### src/rtl/mem_ctrl.sv
// Byte-serial memory controller: arbitrates instruction fetch and load/store
// requests onto an 8-bit RAM port, moving one byte per cycle.
module mem_ctrl #(
    parameter logic [1:0] IO_HI = 2'b11
) (
    input  logic        clk_in,
    input  logic        rst_n_in,
    input  logic        rdy_in,
    input  logic        clear_flag,
    input  logic [7:0]  mem_din,
    output logic [7:0]  mem_dout,
    output logic [31:0] mem_a,
    output logic        mem_wr,
    input  logic        io_buffer_full,
    input  logic        if_req,
    input  logic [31:0] if_addr,
    output logic        if_done,
    output logic [31:0] if_data,
    input  logic        lsb_req,
    input  logic        lsb_wr,
    input  logic [31:0] lsb_addr,
    input  logic [31:0] lsb_wdata,
    input  logic [1:0]  lsb_size,
    input  logic        lsb_signed,
    output logic        lsb_done,
    output logic [31:0] lsb_rdata
);
    // state | meaning
    // IDLE  | waiting for a request; arbitration happens here
    // READ  | fetch or load in flight, one byte captured per cycle
    // WRITE | store in flight, one byte driven per cycle
    typedef enum logic [1:0] {IDLE, READ, WRITE} state_t;

    state_t      state_q, state_d;
    logic [2:0]  cnt_q, cnt_d, n_q, n_d;
    logic [31:0] addr_q, addr_d, wdata_q, wdata_d, mem_a_q, mem_a_d;
    logic [31:0] if_data_q, if_data_d, lsb_rdata_q, lsb_rdata_d;
    logic [23:0] buf_q, buf_d;
    logic [7:0]  mem_dout_q, mem_dout_d;
    logic        mem_wr_q, mem_wr_d, if_done_q, if_done_d, lsb_done_q, lsb_done_d;
    logic        is_if_q, is_if_d, signed_q, signed_d, last_lsb_q, last_lsb_d;

    logic        lsb_ok, accept, pick_lsb, last_byte;
    logic [2:0]  lsb_n;
    logic [31:0] next_a, rd_word, rd_ext;

    assign lsb_ok    = lsb_req && !(lsb_wr && lsb_addr[17:16] == IO_HI && io_buffer_full);
    assign accept    = !clear_flag && !if_done_q && !lsb_done_q && (lsb_ok || if_req);
    // LSB wins a tie unless it also took the previous grant.
    assign pick_lsb  = lsb_ok && (!if_req || !last_lsb_q);
    assign lsb_n     = (lsb_size == 2'd0) ? 3'd1 : (lsb_size == 2'd1) ? 3'd2 : 3'd4;
    assign last_byte = (cnt_q == n_q);
    assign next_a    = addr_q + {29'd0, cnt_q};

    always_comb begin
        case (n_q)
            3'd1:    rd_word = {24'd0, mem_din};
            3'd2:    rd_word = {16'd0, mem_din, buf_q[7:0]};
            default: rd_word = {mem_din, buf_q};
        endcase
        rd_ext = rd_word;
        if (signed_q && n_q == 3'd1)      rd_ext = {{24{rd_word[7]}}, rd_word[7:0]};
        else if (signed_q && n_q == 3'd2) rd_ext = {{16{rd_word[15]}}, rd_word[15:0]};
    end

    always_ff @(posedge clk_in or negedge rst_n_in) begin
        if (!rst_n_in)   state_q <= IDLE;
        else if (rdy_in) state_q <= state_d;
    end

    always_comb begin
        state_d = state_q;
        case (state_q)
            IDLE:    if (accept) state_d = (pick_lsb && lsb_wr) ? WRITE : READ;
            READ:    if (clear_flag || last_byte) state_d = IDLE;
            WRITE:   if (last_byte) state_d = IDLE;
            default: state_d = IDLE;
        endcase
    end

    always_comb begin
        cnt_d       = cnt_q;
        n_d         = n_q;
        addr_d      = addr_q;
        wdata_d     = wdata_q;
        mem_a_d     = mem_a_q;
        mem_dout_d  = mem_dout_q;
        mem_wr_d    = mem_wr_q;
        buf_d       = buf_q;
        if_data_d   = if_data_q;
        lsb_rdata_d = lsb_rdata_q;
        is_if_d     = is_if_q;
        signed_d    = signed_q;
        last_lsb_d  = last_lsb_q;
        if_done_d   = 1'b0;
        lsb_done_d  = 1'b0;
        case (state_q)
            IDLE: if (accept) begin
                addr_d     = pick_lsb ? lsb_addr : if_addr;
                mem_a_d    = pick_lsb ? lsb_addr : if_addr;
                n_d        = pick_lsb ? lsb_n : 3'd4;
                signed_d   = pick_lsb && lsb_signed;
                is_if_d    = !pick_lsb;
                last_lsb_d = pick_lsb;
                wdata_d    = lsb_wdata;
                cnt_d      = 3'd1;
                mem_wr_d   = pick_lsb && lsb_wr;
                if (pick_lsb && lsb_wr) mem_dout_d = lsb_wdata[7:0];
            end
            READ: begin
                if (clear_flag) begin
                    mem_a_d  = 32'd0;
                    mem_wr_d = 1'b0;
                    cnt_d    = 3'd0;
                end else if (last_byte) begin
                    mem_a_d = 32'd0;
                    cnt_d   = 3'd0;
                    if (is_if_q) begin
                        if_done_d = 1'b1;
                        if_data_d = rd_word;
                    end else begin
                        lsb_done_d  = 1'b1;
                        lsb_rdata_d = rd_ext;
                    end
                end else begin
                    case (cnt_q)
                        3'd1:    buf_d[7:0]   = mem_din;
                        3'd2:    buf_d[15:8]  = mem_din;
                        default: buf_d[23:16] = mem_din;
                    endcase
                    mem_a_d = next_a;
                    cnt_d   = cnt_q + 3'd1;
                end
            end
            WRITE: begin
                if (last_byte) begin
                    mem_wr_d    = 1'b0;
                    mem_a_d     = 32'd0;
                    cnt_d       = 3'd0;
                    lsb_done_d  = 1'b1;
                    lsb_rdata_d = 32'd0;
                end else begin
                    mem_a_d = next_a;
                    cnt_d   = cnt_q + 3'd1;
                    case (cnt_q)
                        3'd1:    mem_dout_d = wdata_q[15:8];
                        3'd2:    mem_dout_d = wdata_q[23:16];
                        default: mem_dout_d = wdata_q[31:24];
                    endcase
                end
            end
            default: ;
        endcase
    end

    always_ff @(posedge clk_in or negedge rst_n_in) begin
        if (!rst_n_in) begin
            cnt_q       <= 3'd0;
            n_q         <= 3'd0;
            addr_q      <= 32'd0;
            wdata_q     <= 32'd0;
            mem_a_q     <= 32'd0;
            mem_dout_q  <= 8'd0;
            mem_wr_q    <= 1'b0;
            buf_q       <= 24'd0;
            if_data_q   <= 32'd0;
            lsb_rdata_q <= 32'd0;
            if_done_q   <= 1'b0;
            lsb_done_q  <= 1'b0;
            is_if_q     <= 1'b0;
            signed_q    <= 1'b0;
            last_lsb_q  <= 1'b0;
        end else if (rdy_in) begin
            cnt_q       <= cnt_d;
            n_q         <= n_d;
            addr_q      <= addr_d;
            wdata_q     <= wdata_d;
            mem_a_q     <= mem_a_d;
            mem_dout_q  <= mem_dout_d;
            mem_wr_q    <= mem_wr_d;
            buf_q       <= buf_d;
            if_data_q   <= if_data_d;
            lsb_rdata_q <= lsb_rdata_d;
            if_done_q   <= if_done_d;
            lsb_done_q  <= lsb_done_d;
            is_if_q     <= is_if_d;
            signed_q    <= signed_d;
            last_lsb_q  <= last_lsb_d;
        end
    end

    assign mem_a     = mem_a_q;
    assign mem_dout  = mem_dout_q;
    assign mem_wr    = mem_wr_q & rdy_in;
    assign if_done   = if_done_q;
    assign if_data   = if_data_q;
    assign lsb_done  = lsb_done_q;
    assign lsb_rdata = lsb_rdata_q;
endmodule

### config.mk
export PLATFORM = sky130hd
export DESIGN_NAME = mem_ctrl
export DESIGN_NICKNAME = d
export VERILOG_FILES = /design/src/rtl/mem_ctrl.sv
export SDC_FILE = /design/constraint.sdc
export NUM_CORES = 1
export LEC_CHECK = 0
export ABC_AREA = 0
export BUFFER_PORTS_ARGS = -buffer_cell sky130_fd_sc_hd__buf_2
export CORE_ASPECT_RATIO = 1.5
export CORE_MARGIN = 2
export CORE_UTILIZATION = 58
export DETAILED_ROUTE_END_ITERATION = 12
export MAX_ROUTING_LAYER = met4
export PLACE_DENSITY = 0.85
export SETUP_SLACK_MARGIN = 0.3
export SYNTH_ARGS = -nofsm -noshare
export SYNTH_HDL_FRONTEND = slang
export SYNTH_SLANG_ARGS = --single-unit
### constraint.sdc
create_clock -name clk_in -period 5.4 [get_ports clk_in]
set_clock_uncertainty 0.05 [all_clocks]
set_input_delay 0.27 -clock clk_in [delete_from_list [all_inputs] [get_ports clk_in]]
set_output_delay 0.27 -clock clk_in [all_outputs]
set_load 0.1 [all_outputs]
==> qor.csv <==
metric,value,unit
status,finished clean,
cts.reportedPaths.clkPinSlew,80,ps
whs_path_depth,2,
crit_arrival,3480,ps
grt_max_degree,106,
fin_crit,3190,ps
cts-root-buf,clkbuf_16,
final-hold-violation-count,0,
grt.total_usage,0.307,
netlist_instances,916,
synth-seq-cells,198,
async_reset_ff_frac,1.00,
die_y,160,um
cpMaxStageDelayCell,ha_2,
maxCapViolations,0,
hold_class,in2reg,
tightest_slew,1140,ps
nets,1232,
wl_per_cell,18.9,um
wl_met2,13500,um
cts_tree,built,
remaining_drc_errors,0,
r2r_start,state_q[0]$_DFFE_PN0P_,
coreArea,0.0161,mm^2
reg2reg_slack,2210,ps
drt-met1-wl,8910,um
layout_common_cells,"220 x buf_2, 198 x dfrtp_1, 91 x nand2_1, 79 x nor2_1, 70 x a21oi_1",
drt_iter0_drc,509,
met3_wirelength,1460,um
start_kind,flop,
r2r_end,mem_a[28]$_DFFE_PN0P_,
placed_area,0.0107,mm^2
syn_avg_cell_area,10.3,um^2
syn_area,0.00947,mm^2
die_x,108,um
numCtsBuffers,17,
area.growth.synth_to_final,20.0,%
antenna_cells,0,
io_pins,222,
die-area,0.0174,mm^2
antenna_found_initial,0,
crit_fanout,52,
vias_per_cell,6.03,
finalWirelength,25000,um
end_kind,flop,
final_common_cell,buf_2,
slowest_delay,850,ps
timing.slew.headroom,0.239,
htree_levels,4,
cp.required,5690,ps
overflow,0,
place.gp.congestion,0.873,
grt_pass1_wl,40200,um
grt_pass1_vias,8128,
ys_types,53,
crit_chain,inv_1 -> ha_2 -> o32ai_2 -> or2_1 -> or2_1 -> o22ai_1,
top_layer_used,met4,
yosysSeqAreaShare,0.523,
report.final.slew_viol_count,0,
insertion_delay,430,ps
hp-start,lsb_wdata[11],
finalCritPeriodShare,0.592,
ys_warn_count,0,
design_area,0.0114,mm^2
synth_fp_nets,1042,
fmax,313,MHz
path_delay_family,simple AND/OR/NAND/NOR gates,
std_cell_rows,57,
drive_gt1_frac,0.300,
cts_buffer_depth,2,
worstRegToRegCells,6,
hpwl,17200,um
grt_setup_unrepaired,no,
critPathMostFrequentCell,or2_1,
cts_setup_buffers,0,
start_util,0.587,
synth-edff-count,0,
ys.flop_type,dfrtp_1,
fin_setup_tns,0,ps
crit_type,reg2reg,
hold_end,wdata_q[11]$_DFFE_PN0P_,
drtPass1Iterations,5,
vias,7983,
setup_violations,0,
io_buffers,221,
critPathBufInv,1,
cts_sinks,198,
drtAntennaViolNets,0,
[final cells by class]
cell class | count | area [um^2]
Clock buffer | 18 | 439
Clock inverter | 13 | 219
Fill cell | 1243 | 4750
Inverter | 19 | 71.3
Multi-Input combinational cell | 639 | 4230
Sequential cell | 198 | 4950
Tap cell | 206 | 258
Timing Repair Buffer | 231 | 1190
[metal layers]
layer / vias to the layer above / global-route usage
li1: 3668 / -
met1: 3887 / 0.338
met3: 76 / 0.0536
met2: 352 / 0.524
met5: - / -
met4: 0 / 0.162
[repair_timing]
action / CTS / global route
resized for setup: 0 / 0
endpoints found under the hold margin: 103 / 0
hold buffers: 1 / 0
[cells in the mapped netlist, types with 5 or more instances]
cell / n / area share
a211oi_1: 8 / 0.0063
a21o_1: 8 / 0.0063
a21oi_1: 70 / 0.037
a22oi_1: 17 / 0.013
and2_1: 5 / 0.0033
buf_2: 8 / 0.0042
clkbuf_1: 52 / 0.021
dfrtp_1: 198 / 0.52
ha_1: 10 / 0.013
inv_1: 19 / 0.0075
mux2_2: 59 / 0.070
mux2i_1: 42 / 0.044
nand2_1: 92 / 0.036
nand3_1: 14 / 0.0074
nand4_1: 13 / 0.0086
nor2_1: 80 / 0.032
nor3_1: 13 / 0.0069
nor4_1: 6 / 0.0040
o21a_1: 26 / 0.021
o21ai_0: 47 / 0.025
o221ai_1: 7 / 0.0065
o22ai_1: 20 / 0.013
o31ai_1: 26 / 0.021
xnor2_1: 19 / 0.018
xor2_1: 11 / 0.010
[flip-flops by register name (all words and copies together) (netlist names), 2 cells and up]
signal,flops
buf_q,24
n_q,3
wdata_q,24
mem_a,32
addr_q,32
lsb_rdata,32
state_q,2
mem_dout,8
if_data,32
cnt_q,3
[per-stage QoR]
| stage | worst slack, ps | util | hold slack [ps] | std cells |
|---|---|---|---|---|
| 2_1_floorplan | 2910 | - | -75.6 | 916 |
| 3_3_place_gp | 2370 | 0.664 | 371 | 1292 |
| 3_5_place_dp | 2260 | 0.664 | 368 | 1292 |
| 4_1_cts | 2220 | 0.705 | 4.72 | 1324 |
| 5_1_grt | 1990 | 0.705 | 16.6 | 1324 |
| 6_report | 2210 | 0.705 | 13.2 | 1324 |
[kinds of logic after synthesis]
family	after synthesis	share of synthesized area
compound gates	249	0.168
mux	101	0.115
flops	198	0.523
xor+xnor	30	0.0278
simple gates	248	0.118
fa+ha+maj	11	0.0153
buf+inv	79	0.0324
[worst reg2reg max path: cells and delay by family (launching register included)]
| kind | cells | cell delay [ps] |
|---|---|---|
| and+or+nand+nor | 2 | 1040 |
| adders and majority gates | 1 | 850 |
| DFF | 1 | 410 |
| buffers and inverters | 1 | 110 |
| AOI/OAI and AO/OA | 2 | 660 |
[worst max path at each step]
stage | from | end | slack (ps) | cells after the start
6_report | state_q[0]$_DFFE_PN0P_ | mem_a[28]$_DFFE_PN0P_ | 2210 | 6
2_1_floorplan | if_done$_DFFE_PN0P_ | wdata_q[10]$_DFFE_PN0P_ | 2910 | 4
5_1_grt | state_q[0]$_DFFE_PN0P_ | mem_a[28]$_DFFE_PN0P_ | 1990 | 6
3_5_place_dp | state_q[0]$_DFFE_PN0P_ | mem_a[20]$_DFFE_PN0P_ | 2260 | 6
3_3_place_gp | state_q[0]$_DFFE_PN0P_ | mem_a[19]$_DFFE_PN0P_ | 2370 | 6
4_1_cts | state_q[0]$_DFFE_PN0P_ | mem_a[28]$_DFFE_PN0P_ | 2220 | 6
Power is left out: the tool's default activity adds up to more than one toggle a clock period on the data nets, which glitch-free logic cannot reach.
